## src/rtl/renkon_serial_buf_pkg.sv

```systemverilog
// Shared constants for the renkon output serialiser bank: core count,
// data width and bank address width, plus serial_re encodings derived
// from them.
package renkon_serial_buf_pkg;

    localparam int RENKON_CORE    = 4;
    localparam int RENKON_CORELOG = 2;
    localparam int DWIDTH         = 16;
    localparam int OUTSIZE        = 4;

    // serial_re encodings: 0 is idle, 1..CORE selects bank k-1.
    localparam logic [RENKON_CORELOG:0] RE_IDLE = '0;
    localparam logic [RENKON_CORELOG:0] RE_ONE  = (RENKON_CORELOG+1)'(1);
    localparam logic [RENKON_CORELOG:0] RE_LAST = (RENKON_CORELOG+1)'(RENKON_CORE);

endpackage

```

## src/rtl/renkon_serial_buf_if.sv

```systemverilog
// Bus between the renkon core controller (master) and the serialiser
// bank (slave). There is no backpressure: each out_valid word must be
// taken by the consumer in the cycle it is presented, and each serial_we
// or serial_re request is acted on at the edge where it is sampled.
interface renkon_serial_buf_if;
    import renkon_serial_buf_pkg::*;

    logic                              serial_we;
    logic [RENKON_CORELOG:0]           serial_re;
    logic [OUTSIZE-1:0]                serial_addr;
    logic [RENKON_CORE*DWIDTH-1:0]     in_data;
    logic                              out_valid;
    logic signed [DWIDTH-1:0]          out_wdata;
    logic [OUTSIZE:0]                  wr_extent;
    logic                              drain_done;
    logic                              err;

    modport master (
        output serial_we, serial_re, serial_addr, in_data,
        input  out_valid, out_wdata, wr_extent, drain_done, err
    );

    modport slave (
        input  serial_we, serial_re, serial_addr, in_data,
        output out_valid, out_wdata, wr_extent, drain_done, err
    );

endinterface

```

## src/rtl/renkon_serial_bank.sv

```systemverilog
// One serialiser bank: simple dual-port RAM with one write port and one
// registered read port. A read and a write to the same address in the
// same cycle return the old contents (read-first). The read register only
// updates on a read, so it holds the last word between reads.
module renkon_serial_bank #(
    parameter int DWIDTH = 16,
    parameter int ADDRW  = 4
) (
    input  logic              clk,
    input  logic              xrst,
    input  logic              we,
    input  logic [ADDRW-1:0]  waddr,
    input  logic [DWIDTH-1:0] wdata,
    input  logic              re,
    input  logic [ADDRW-1:0]  raddr,
    output logic [DWIDTH-1:0] rdata
);

    logic [DWIDTH-1:0] mem [2**ADDRW];

    // Storage write; contents are deliberately left unreset.
    always_ff @(posedge clk) begin
        if (we) begin
            mem[waddr] <= wdata;
        end
    end

    // Registered read; non-blocking semantics give read-first on collision.
    always_ff @(posedge clk) begin
        if (!xrst) begin
            rdata <= '0;
        end else if (re) begin
            rdata <= mem[raddr];
        end
    end

endmodule

```

## src/rtl/renkon_serial_buf.sv

```systemverilog
// renkon_serial_buf: captures all core results in one write and drains
// them one bank at a time into a single output stream.
// Optional protocol checker enabled by defining RENKON_SERIAL_CHECK_EN;
// without it err is tied low and the datapath is unchanged.
module renkon_serial_buf
    import renkon_serial_buf_pkg::*;
(
    input logic               clk,
    input logic               xrst,
    renkon_serial_buf_if.slave bus
);

    localparam int CORE    = RENKON_CORE;
    localparam int CORELOG = RENKON_CORELOG;
    localparam int ADDRW   = OUTSIZE;

    logic                      rd_valid;
    logic                      arm;
    logic [ADDRW:0]            addr_ext;
    logic [ADDRW:0]            addr_plus1;
    logic [ADDRW:0]            wr_extent_q;
    logic [ADDRW:0]            wr_extent_d;
    logic                      out_valid_q;
    logic                      drain_done_q;
    logic [CORELOG-1:0]        sel_q;
    logic [DWIDTH-1:0]         bank_rdata [CORE];

    // Decode the read request and the drain-end condition.
    always_comb begin
        rd_valid   = (bus.serial_re != RE_IDLE) && (bus.serial_re <= RE_LAST);
        addr_ext   = {1'b0, bus.serial_addr};
        addr_plus1 = addr_ext + (ADDRW+1)'(1);
        arm        = (bus.serial_re == RE_LAST) && (wr_extent_q != '0) &&
                     (addr_ext == wr_extent_q - (ADDRW+1)'(1));
    end

    // One bank per core; all are written together, only the selected one reads.
    for (genvar c = 0; c < CORE; c++) begin : g_bank
        localparam logic [CORELOG:0] K = (CORELOG+1)'(c + 1);
        renkon_serial_bank #(
            .DWIDTH (DWIDTH),
            .ADDRW  (ADDRW)
        ) u_bank (
            .clk   (clk),
            .xrst  (xrst),
            .we    (bus.serial_we),
            .waddr (bus.serial_addr),
            .wdata (bus.in_data[c*DWIDTH +: DWIDTH]),
            .re    (bus.serial_re == K),
            .raddr (bus.serial_addr),
            .rdata (bank_rdata[c])
        );
    end

    // Extent tracker: grows with writes, cleared when a drain is armed.
    always_comb begin
        wr_extent_d = wr_extent_q;
        if (arm) begin
            wr_extent_d = '0;
        end else if (bus.serial_we && (addr_plus1 > wr_extent_q)) begin
            wr_extent_d = addr_plus1;
        end
    end

    // Output control registers; sel_q holds so out_wdata holds between reads.
    always_ff @(posedge clk) begin
        if (!xrst) begin
            wr_extent_q  <= '0;
            out_valid_q  <= 1'b0;
            drain_done_q <= 1'b0;
            sel_q        <= '0;
        end else begin
            wr_extent_q  <= wr_extent_d;
            out_valid_q  <= rd_valid;
            drain_done_q <= arm;
            if (rd_valid) begin
                sel_q <= CORELOG'(bus.serial_re - RE_ONE);
            end
        end
    end

    assign bus.out_valid  = out_valid_q;
    assign bus.out_wdata  = bank_rdata[sel_q];
    assign bus.wr_extent  = wr_extent_q;
    assign bus.drain_done = drain_done_q;

`ifdef RENKON_SERIAL_CHECK_EN
    logic drain_seen_q;
    logic err_q;
    logic err_set;

    // Protocol violations seen this cycle.
    always_comb begin
        err_set = (bus.serial_re > RE_LAST) ||
                  (rd_valid && (addr_ext >= wr_extent_q)) ||
                  (bus.serial_we && rd_valid) ||
                  (bus.serial_we && (bus.serial_re != RE_IDLE) && drain_seen_q);
    end

    // Sticky error flag and per-batch "drain has started" tracker.
    always_ff @(posedge clk) begin
        if (!xrst) begin
            err_q        <= 1'b0;
            drain_seen_q <= 1'b0;
        end else begin
            if (err_set) begin
                err_q <= 1'b1;
            end
            if (arm) begin
                drain_seen_q <= 1'b0;
            end else if (bus.serial_re != RE_IDLE) begin
                drain_seen_q <= 1'b1;
            end
        end
    end

    assign bus.err = err_q;
`else
    assign bus.err = 1'b0;
`endif

endmodule

```

## src/flat_wrapper.sv

```systemverilog
// flat-port wrapper written by rule: the top's interface ports become plain ports
module renkon_serial_buf_flat import renkon_serial_buf_pkg::*;
  (clk, xrst, bus_serial_we, bus_serial_re, bus_serial_addr, bus_in_data, bus_out_valid, bus_out_wdata, bus_wr_extent, bus_drain_done, bus_err);
  renkon_serial_buf_if bus_i ();
  input logic clk;
  input logic xrst;
  input wire logic [$bits(bus_i.serial_we)-1:0] bus_serial_we;
  input wire logic [$bits(bus_i.serial_re)-1:0] bus_serial_re;
  input wire logic [$bits(bus_i.serial_addr)-1:0] bus_serial_addr;
  input wire logic [$bits(bus_i.in_data)-1:0] bus_in_data;
  output wire logic [$bits(bus_i.out_valid)-1:0] bus_out_valid;
  output wire logic [$bits(bus_i.out_wdata)-1:0] bus_out_wdata;
  output wire logic [$bits(bus_i.wr_extent)-1:0] bus_wr_extent;
  output wire logic [$bits(bus_i.drain_done)-1:0] bus_drain_done;
  output wire logic [$bits(bus_i.err)-1:0] bus_err;
  assign bus_i.serial_we = bus_serial_we;
  assign bus_i.serial_re = bus_serial_re;
  assign bus_i.serial_addr = bus_serial_addr;
  assign bus_i.in_data = bus_in_data;
  assign bus_out_valid = bus_i.out_valid;
  assign bus_out_wdata = bus_i.out_wdata;
  assign bus_wr_extent = bus_i.wr_extent;
  assign bus_drain_done = bus_i.drain_done;
  assign bus_err = bus_i.err;
  renkon_serial_buf u_core (.clk(clk), .xrst(xrst), .bus(bus_i));
endmodule
```

## config.mk

```make
export PLATFORM = sky130hd
export DESIGN_NAME = renkon_serial_buf_flat
export DESIGN_NICKNAME = d
export VERILOG_FILES = /design/src/rtl/renkon_serial_buf_pkg.sv /design/src/rtl/renkon_serial_buf_if.sv /design/src/rtl/renkon_serial_bank.sv /design/src/rtl/renkon_serial_buf.sv /design/src/flat_wrapper.sv
export SDC_FILE = /design/constraint.sdc
export NUM_CORES = 1
export LEC_CHECK = 0
export BUFFER_PORTS_ARGS = -buffer_cell sky130_fd_sc_hd__buf_2
export CAP_MARGIN = 10
export CELL_PAD_IN_SITES_DETAIL_PLACEMENT = 1
export CELL_PAD_IN_SITES_GLOBAL_PLACEMENT = 2
export CORE_MARGIN = 1
export CORE_UTILIZATION = 45
export CTS_CLUSTER_DIAMETER = 150
export CTS_CLUSTER_SIZE = 25
export DETAILED_ROUTE_END_ITERATION = 10
export PLACE_DENSITY_LB_ADDON = 0.1
export SLEW_MARGIN = 20
export SYNTH_ARGS = -nofsm -noshare
export SYNTH_HDL_FRONTEND = slang
export SYNTH_SLANG_ARGS = --single-unit
```

## constraint.sdc

```tcl
create_clock -name clk -period 8.1 [get_ports clk]
set_clock_uncertainty 0.05 [all_clocks]
set_input_delay 0.405 -clock clk [delete_from_list [all_inputs] [get_ports clk]]
set_output_delay 0.405 -clock clk [all_outputs]
set_load 0.03 [all_outputs]
```

==> results of run 1 <==
## critical path, stage by stage
cell and delay [ps]:
buf_8 520, ha_1 330, nand2_1 230, nor2_4 920, buf_4 770
## layer usage
layer  vias up  wire, microns
li1       8695              -
met1     11190          47370
met2       483          54250
met3       141           5078
met4        14           2592
met5         -             85
## power by group
group | internal (mW) | switching [mW] | total (mW)
registers | 6.31 | 0.0561 | 6.37
clock network | 1.18 | 1.71 | 2.89
logic | 0.223 | 0.410 | 0.633
total | 7.72 | 2.17 | 9.89
## state kept, by name (all words and copies together), names as in the netlist
signal and cells:
u_core.bus.out_valid 1, u_core.bus.wr_extent 5, u_core.g_bank.u_bank.mem 1024, u_core.sel_q 2
u_core.g_bank.u_bank.rdata 64, u_core.bus.drain_done 1
## worst paths after layout
check                              startpoint                                  to  slack [ps]
max                        bus_serial_addr[1]  u_core.g_bank[1].u_bank.mem[15][0]        4990
min                           bus_in_data[36]   u_core.g_bank[2].u_bank.mem[0][4]          80
max reg2reg           u_core.bus.wr_extent[2]             u_core.bus.wr_extent[0]        6040
min reg2reg  u_core.g_bank[0].u_bank.rdata[6]    u_core.g_bank[0].u_bank.rdata[6]         520
## logic make-up after synthesis
family	after synthesis	share of synthesized area
multiplexers	372	0.1412
AND/OR/NAND/NOR	140	0.01508
XOR/XNOR	6	0.001257
other	1	0.00008965
buffers and inverters	131	0.01711
flip-flops	1097	0.7700
AO/OA/AOI/OAI	323	0.05073
adder cells (fa/ha/maj)	15	0.004487
## Yosys cell counts, types with 8 or more instances
| library cell | count | area [sq um] |
|---|---|---|
| buf_6 | 13 | 146.4 |
| nor2_1 | 71 | 266.5 |
| nand3_1 | 8 | 40.04 |
| a22oi_1 | 64 | 480.5 |
| a41oi_1 | 20 | 175.2 |
| edfxtp_1 | 1024 | 30750 |
| o22a_1 | 19 | 166.4 |
| a31oi_1 | 13 | 81.33 |
| ha_1 | 15 | 187.7 |
| o221ai_1 | 25 | 219.0 |
| dfxtp_1 | 73 | 1461 |
| clkbuf_1 | 43 | 161.4 |
| nand2_1 | 26 | 97.59 |
| mux2_2 | 25 | 281.5 |
| mux4_2 | 172 | 3874 |
| nor3_1 | 11 | 55.05 |
| o22ai_1 | 28 | 175.2 |
| buf_2 | 43 | 215.2 |
| a21oi_1 | 59 | 295.3 |
| a211oi_1 | 13 | 97.59 |
| mux2i_1 | 175 | 1752 |
| inv_1 | 12 | 45.04 |
| o21ai_0 | 78 | 390.4 |
| buf_4 | 19 | 142.6 |
## area by class of cell
type,count,area (sq um),share of cell area
Multi-Input combinational cell,857,9047,0.2000
Tap cell,1243,1555,0.03438
Timing Repair Buffer,143,945.9,0.02091
Clock buffer,89,1398,0.03090
Antenna cell,5,12.51,0.0002766
Inverter,12,45.04,0.0009957
Clock inverter,2,21.27,0.0004702
Sequential cell,1097,32210,0.7121
## per-stage QoR
step | power [mW] | setup slack [ps] | instance area (sq um) | cells
final | 9.891 | 4994 | 45240 | 3448
after global placement | 7.115 | 4222 | 43710 | 3349
after detailed placement | 7.141 | 4166 | 43750 | 3350
after CTS | 9.981 | 4849 | 45160 | 3441
after global routing | 10.18 | 4703 | 45230 | 3444
after floorplan | 6.861 | 1861 | 41830 | 2085
==> out/qor.txt, run 1 <==
Type of origin of the critical path: primary input
Met2 GRT Util: 0.3932
Clk root buf: clkbuf_16
Hold Worst Slack: 76.78 ps
Worst-Margin Slew: 1125 ps
CP max FO: 78
Initial DRC Count: 1719
Drt first pass iters: 5
Number of synthesized register bits: 1097
Most common cell after layout, fill and taps aside: edfxtp_1
Worst hold path class: in -> reg
FF-to-FF path depth: 6
First-pass GRT wire length: 156000 microns
Mapped Avg Cell Area: 20.06 sq um
Final setup vio count: 0
CTS Sinks: 1097
GR peak layer: met2
Global route total overflow: 0
Vias in the first global route: 21820
Crit path time final: 3106 ps
Critical path type: in -> reg
Area Overhead vs Synth: 8.142%
I/O Pins: 98
Via count: 20520
Status: completed
Fill cells: 8214
Relative slew slack: 0.2479
CTS Hold Bufs: 0
Initial antenna violation count: 23
RSZ-0062 raised after global routing: false
Fin nets: 2249
GRT met1 Usage: 0.3215
Average wire per standard cell: 31.72 microns
Largest net degree at the start of global routing: 109
Vias per inst: 5.951
Ys async rst share: 0
Share of layout cells above drive strength 1: 0.1914
Htree depth: 2
Final Hold Fails: 0
Antenna-violating nets left: 0
Core Footprint: 0.09180 sq mm
Post-DP HPWL: 59390 microns
Yosys warns: 0
Mapped Cells: 2085
GR Util All Layers: 0.2331
IO Port Bufs: 96
Hold Path Stages: 1
Synth Cell Area: 0.04183 sq mm
PwrDens: 218.7 mW/mm^2
Post-Syn Nets: 2174
Post-layout util: 0.4928
Seq/Total Area, Yosys: 0.7700
Leak pwr: 14.31 nW
Most frequent cells in the layout: edfxtp_1 (1024), mux2i_1 (175), mux4_2 (172)
TNS Setup: 0 ps
Cell variety after synth: 42
Resized cells post-CTS: 0
Number of buffers created by CTS: 49
TritonCTS clock tree: done
Met3 global-route usage: 0.03205
Die Span X: 306.9 microns
Die area: 0.09418 sq mm
Number of flops mapped to enable cells by yosys: 1024
Final period util: 0.3835
Final WL: 109400 microns
Synth Flop Type: edfxtp_1
Number of cell rows: 111
Clock transition at path regs: 100 ps
Post-CTS Setup Bufs: 0
Crit path required time: 8320 ps
GP Congestion: 0.7444
Chip Height: 306.9 microns
Peak supply drop: 178.0 uV
CP Capture Type: flip-flop
DRC viols: 0
Max Buffers Root-to-Sink: 3
Max-Cap Viols: 0
FMAX: 0.3219 GHz
Worst path arrival time: 3330 ps
Slew Viols, Final: 0
Initial Util: 0.4557
Skew-Pair Late Insertion Delay: 650 ps
Note: power is estimated with default switching activity, not from simulation.
==> run 2: changes to the inputs <==
CORE_UTILIZATION = 44   (was 45)
clock period = 2.8 ns   (was 8.1 ns; I/O delays follow)
==> run 2 against run 1 <==
Final area grew 3.4%. Count of clock-buffer cells in the layout decreased by 1. Register-to-register slack lost 5400 ps. Combinational power rose to 3.2 times the previous value. Flip-flop and latch count unchanged. Wire length grew 3.2%. Highest routed layer unchanged. Total power rose to 2.9 times the previous value. Sequential share of layout area decreased by 2.3 points. Largest power group unchanged.
==> out/qor.txt, run 2 (same netlist as run 1, synthesis figures left out) <==
Status: completed
RSZ-0062 raised after global routing: false
Final period util: 0.8522
PwrDens: 615.0 mW/mm^2
Share of layout cells above drive strength 1: 0.2044
Largest net degree at the start of global routing: 75
Max Buffers Root-to-Sink: 3
Resized cells post-CTS: 0
HP Start: bus_serial_we
Critical path type: reg -> out
Worst hold path class: in -> reg
Met1 Wirelength: 48900 microns
Chip Height: 310.3 microns
Initial antenna violation count: 18
Max-Cap Viols: 0
Vias in the first global route: 21990
Clock transition at path regs: 100 ps
Switching share of power: 0.2196
Crit path time final: 2386 ps
Post-DP HPWL: 63440 microns
Most frequent cells in the layout: edfxtp_1 (1024), mux2i_1 (175), mux4_2 (172)
Worst Hold End: u_core.bus.wr_extent[0]
Fill cells: 8348
Clk pwr share: 0.290
Final setup vio count: 0
Number of buffers created by CTS: 49
Internal power: 22.44 mW
FF-to-FF path depth: 6
FMAX: 0.4191 GHz
Inst Count DP: 3406
Htree depth: 2
Slew Viols, Final: 0
Die Span X: 310.3 microns
Relative slew slack: 0.4754
Flop pwr share: 0.640
Flop2flop setup slack: 650 ps
CTS Sinks: 1097
Area occupied by multi-input gates: 0.009133 sq mm
Clk root buf: clkbuf_16
Hold Worst Slack: 31.15 ps
Initial Util: 0.4462
Switching Power: 6.314 mW
Type of origin of the critical path: flip-flop
Tot Pwr: 28.76 mW
DRC viols: 0
GR Util All Layers: 0.2365
Post-layout util: 0.4987
Combinational cell fraction of total power: 0.070
Average wire per standard cell: 31.65 microns
GP Congestion: 0.7725
Final WL: 112900 microns
Drt first pass iters: 5
Fin nets: 2359
Number of cell rows: 112
Max reg flops: 1024
DR WL met3: 5078 microns
IO Port Bufs: 96
Die area: 0.09630 sq mm
Biggest register: u_core.g_bank.u_bank.mem
Antenna-violating nets left: 0
Initial DRC Count: 1828
CP Capture Type: output port
Most common cell after layout, fill and taps aside: edfxtp_1
Post-route cell area: 0.04675 sq mm
Area Overhead vs Synth: 11.77%
Peak supply drop: 414.5 uV
Core Footprint: 0.09375 sq mm
Register area: 0.03221 sq mm
Met2 WL post-DR: 56180 microns
Top Metal Used: met5
I/O Pins: 98
Global route total overflow: 0
Worst-Margin Slew: 784.4 ps
Via count: 20840
Leak pwr: 14.95 nW
TritonCTS clock tree: done
Crit path required time: 2610 ps
First-pass GRT wire length: 159900 microns
Vias per inst: 5.845
Skew-Pair Late Insertion Delay: 640 ps
Hold Path Stages: 4
FF-to-FF Start: u_core.bus.wr_extent[2]
Final Hold Fails: 0
R2r endpoint: u_core.bus.wr_extent[2]
Worst path arrival time: 2200 ps
Post-Layout Cell Count: 3566
CP max FO: 12
DP Area: 0.04466 sq mm
[run 2: cell types whose count changed in the layout (fill, tap and decap cells not counted), sizes merged]
cell,change
buf,+43
clkbuf,-1
diode,-2
dlygate4sd3,+67
[run 2: power groups by stage]
stage | combinational, mW | sequential [mW] | clock (mW)
CTS | 2.04 | 18.4 | 8.54
finish | 2.01 | 18.4 | 8.33
global route | 2.15 | 18.4 | 9.00
detailed placement | 1.95 | 18.8 | 0
floorplan | 1.13 | 18.7 | 0
global placement | 1.91 | 18.8 | 0
[run 2: worst max-delay path by stage]
stage / start / to / depth (start not counted)
2_1_floorplan: bus_serial_addr[0] / u_core.g_bank[0].u_bank.mem[12][0] / 8
3_3_place_gp: bus_serial_addr[0] / u_core.bus.wr_extent[0] / 8
3_5_place_dp: bus_serial_addr[0] / u_core.bus.wr_extent[2] / 8
4_1_cts: u_core.sel_q[0] / bus_out_wdata[3] / 3
5_1_grt: u_core.sel_q[0] / bus_out_wdata[3] / 3
6_report: u_core.sel_q[0] / bus_out_wdata[3] / 3
[run 2: stage by stage]
step           setup WS, ps  setup TNS, ps
3_5_place_dp          359.7              0
5_1_grt               343.8              0
4_1_cts               383.8              0
2_1_floorplan        -263.3        -116330
6_report              413.8              0
3_3_place_gp          550.6              0
[run 2: worst max-delay path, cell delays in order (launching register included)]
cell     delay (ps)
dfxtp_1         340
buf_4           320
mux4_2          650
buf_2           220
[run 2: repair_timing]
item                       CTS  global route
hold buffers                67             0
buffers inserted             0             0
hold endpoints to repair  1027             0
[run 2: routing by layer]
metal / vias to the layer above / global-route usage
met1: 11280 / 0.3236
met5: - / 0
met4: 14 / 0.05659
li1: 8938 / -
met3: 132 / 0.03113
met2: 480 / 0.4024
[run 2: area by class of cell]
class,count,share of cell area
Timing Repair Buffer,253,0.05047
Inverter,12,0.001285
Tap cell,1254,0.03356
Sequential cell,1097,0.6889
Multi-Input combinational cell,857,0.1953
Antenna cell,3,0.0001606
Clock buffer,88,0.02981
Clock inverter,2,0.0004549
==> run 3: changes to the inputs <==
ABC_AREA = 1   (was unset)
CORE_UTILIZATION = 38   (was 44)
==> run 3 against run 2 <==
Die area grew 27%. Setup slack lost 380 ps. Synthesized cell count grew 110%. Highest routed layer is now met4.
==> out/qor.txt, run 3 <==
Status: completed
Worst-Margin Slew: 737.7 ps
Combinational cell fraction of total power: 0.090
Dominant cell type by area after synthesis: edfxtp_1
Post-layout util: 0.4269
CP max FO: 33
Max Buffers Root-to-Sink: 3
Post-synth top cells: nand2_1 (1318), edfxtp_1 (1024), inv_1 (606)
Max-Cap Viols: 0
Relative slew slack: 0.5082
Chip Height: 350.2 microns
DP Area: 0.04909 sq mm
Max stage delay on crit path: 490 ps
Initial Util: 0.3836
Skew-Pair Late Insertion Delay: 680 ps
I/O Pins: 98
Ys async rst share: 0
Crit path required time: 2610 ps
CTS Sinks: 1097
Slew Viols, Final: 0
DRC viols: 0
TritonCTS clock tree: done
Global route total overflow: 0
FMAX: 0.3618 GHz
Synth top area cells: edfxtp_1 (67%), nand2_1 (11%), nand3_1 (5.7%), inv_1 (4.9%), dfxtp_1 (3.2%)
Final setup vio count: 0
Inst Count DP: 6022
Critical Path, Cell by Cell: inv_1 > buf_4 > o21ai_0 > o22ai_1 > buf_2
Final Hold Fails: 0
Critical path's top delay family: compound AO/OA/AOI/OAI gates
FF-to-FF Start: u_core.bus.wr_extent[4]
Switching share of power: 0.2454
Most frequent cell after synthesis: nand2_1
Flop2flop setup slack: 890 ps
Fin nets: 4621
Initial DRC Count: 2084
FF-to-FF path depth: 10
Core Footprint: 0.1201 sq mm
Antenna-violating nets left: 0
Flop pwr share: 0.617
GP Congestion: 0.8070
Worst path arrival time: 2570 ps
RSZ-0062 raised after global routing: true
Fill cells: 13290
Average wire per standard cell: 22.60 microns
Mapped Avg Cell Area: 10.41 sq um
Number of synthesized register bits: 1097
Internal power: 22.50 mW
Area Overhead vs Synth: 11.28%
Post-Layout Cell Count: 6186
TNS Setup: 0 ps
Critical path type: reg -> out
GR Util All Layers: 0.2282
Synth Cell Area: 0.04608 sq mm
Biggest register: u_core.g_bank.u_bank.mem
Type of origin of the critical path: flip-flop
Synth Flop Type: edfxtp_1
HP Start: bus_serial_re[2]
Initial antenna violation count: 2
Most common cell after layout, fill and taps aside: nand2_1
PwrDens: 581.3 mW/mm^2
Number of buffers created by CTS: 49
Htree depth: 2
Number of cell rows: 127
Most frequent cells in the layout: nand2_1 (1318), edfxtp_1 (1024), inv_1 (605)
Largest net degree at the start of global routing: 106
Post-route cell area: 0.05128 sq mm
Number of flops mapped to enable cells by yosys: 1024
First-pass GRT wire length: 207100 microns
Hold Path Stages: 5
Post-Syn Nets: 4514
Leak pwr: 20.41 nW
Peak supply drop: 619.3 uV
Worst Hold End: u_core.g_bank[0].u_bank.rdata[10]
Final period util: 0.9871
Worst hold path class: in -> reg
Clock transition at path regs: 110 ps
R2r endpoint: u_core.bus.wr_extent[0]
Die Span X: 350.2 microns
Share of layout cells above drive strength 1: 0.06473
Vias per inst: 4.989
Cell variety after synth: 22
Max reg flops: 1024
Switching Power: 7.315 mW
Crit path buf inv count: 3
CP Capture Type: output port
Via count: 30860
Seq/Total Area, Yosys: 0.6990
Yosys warns: 0
Mapped Cells: 4425
Die area: 0.1227 sq mm
Vias in the first global route: 30930
Drt first pass iters: 5
Clk pwr share: 0.293
IO Port Bufs: 96
CP max stage cell: o22ai_1
Post-DP HPWL: 78930 microns
Post-CTS Setup Bufs: 0
Clk root buf: clkbuf_16
Top-area cell type share of the netlist area: 0.6673
Crit path time final: 2764 ps
Final WL: 139800 microns
==> run 3: changes by cell type in the layout (fill, tap and decap cells not counted), moves of 64 or more <==
cell / change
nor2_1: +308
a22oi_1: -64
o21ai_0: +96
mux4_2: -172
nand3_1: +515
inv_1: +595
mux2i_1: -175
nand2_1: +1295
==> run 3: timing repair <==
item / in CTS / in global routing
hold buffers: 71 / 0
setup endpoints to repair: 0 / 11
gates resized for setup: 0 / 11
endpoints found under the hold margin: 1041 / 0
==> run 3: layout make-up <==
| class | instances | area [sq um] | area share |
|---|---|---|---|
| sequential | 1097 | 32210 | 0.6281 |
| multi-input combinational | 2494 | 10690 | 0.2085 |
| timing repair buffer | 282 | 2613 | 0.05094 |
| inverter | 608 | 2308 | 0.04502 |
| clock inverter | 2 | 13.76 | 0.0002684 |
| antenna | 1 | 2.502 | 0.00004880 |
| clock buffer | 90 | 1423 | 0.02774 |
| tap | 1612 | 2017 | 0.03933 |
==> run 3: power groups by stage <==
stage	clock network, mW	logic [mW]	registers [mW]
final	8.73	2.69	18.4
after global routing	9.44	2.99	18.4
after CTS	9.01	2.72	18.4
after detailed placement	0	2.63	18.8
after global placement	0	2.61	18.8
after floorplan	0	1.44	18.7
==> run 3: how the worst max path moves through the flow <==
stage,start,endpoint,slack (ps),depth (start not counted)
floorplan,bus_serial_addr[1],u_core.g_bank[0].u_bank.mem[0][0],-380,7
global placement,bus_serial_addr[0],u_core.g_bank[2].u_bank.mem[12][6],400,6
detailed placement,bus_serial_addr[0],u_core.g_bank[1].u_bank.mem[12][9],350,6
CTS,u_core.sel_q[0],bus_out_wdata[6],30,5
global route,u_core.sel_q[0],bus_out_wdata[1],-4,5
finish,u_core.sel_q[0],bus_out_wdata[1],40,5
==> run 3: cells by family (layout without fill, tap and decap cells) <==
logic type / count (synthesis) / count (layout) / share of synthesized area
AO/OA/AOI/OAI: 246 / 246 / 0.02721
flip-flops: 1097 / 1097 / 0.6990
other: 1 / 2 / 0.00008138
buffers and inverters: 834 / 982 / 0.07342
XOR/XNOR: 2 / 2 / 0.0003802
adder cells (fa/ha/maj): 15 / 15 / 0.004073
AND/OR/NAND/NOR: 2230 / 2230 / 0.1959
==> run 3: tightest hold or removal path, stage by stage <==
cell,delay [ps]
buf_2,230
nor2_4,160
nand2_1,90
nor2_1,40
nor2_1,70
==> run 3: per-layer routing <==
| layer | vias up | GRT usage | wire (microns) |
|---|---|---|---|
| met5 | - | 0 | 0 |
| met4 | 0 | 0.03761 | 1816 |
| met3 | 93 | 0.01787 | 4610 |
| met2 | 469 | 0.3822 | 66430 |
| met1 | 15740 | 0.3287 | 66960 |
| li1 | 14560 | - | - |
==> run 3: per-stage QoR <==
stage | hold WS, ps | power, mW | setup slack, ps
6_report | 49.59 | 29.81 | 36.21
5_1_grt | 50.22 | 30.85 | -4.208
4_1_cts | 12.65 | 30.13 | 30.97
3_5_place_dp | 460.3 | 21.40 | 354.0
3_3_place_gp | 453.8 | 21.37 | 402.2
2_1_floorplan | 188.9 | 20.18 | -383.4
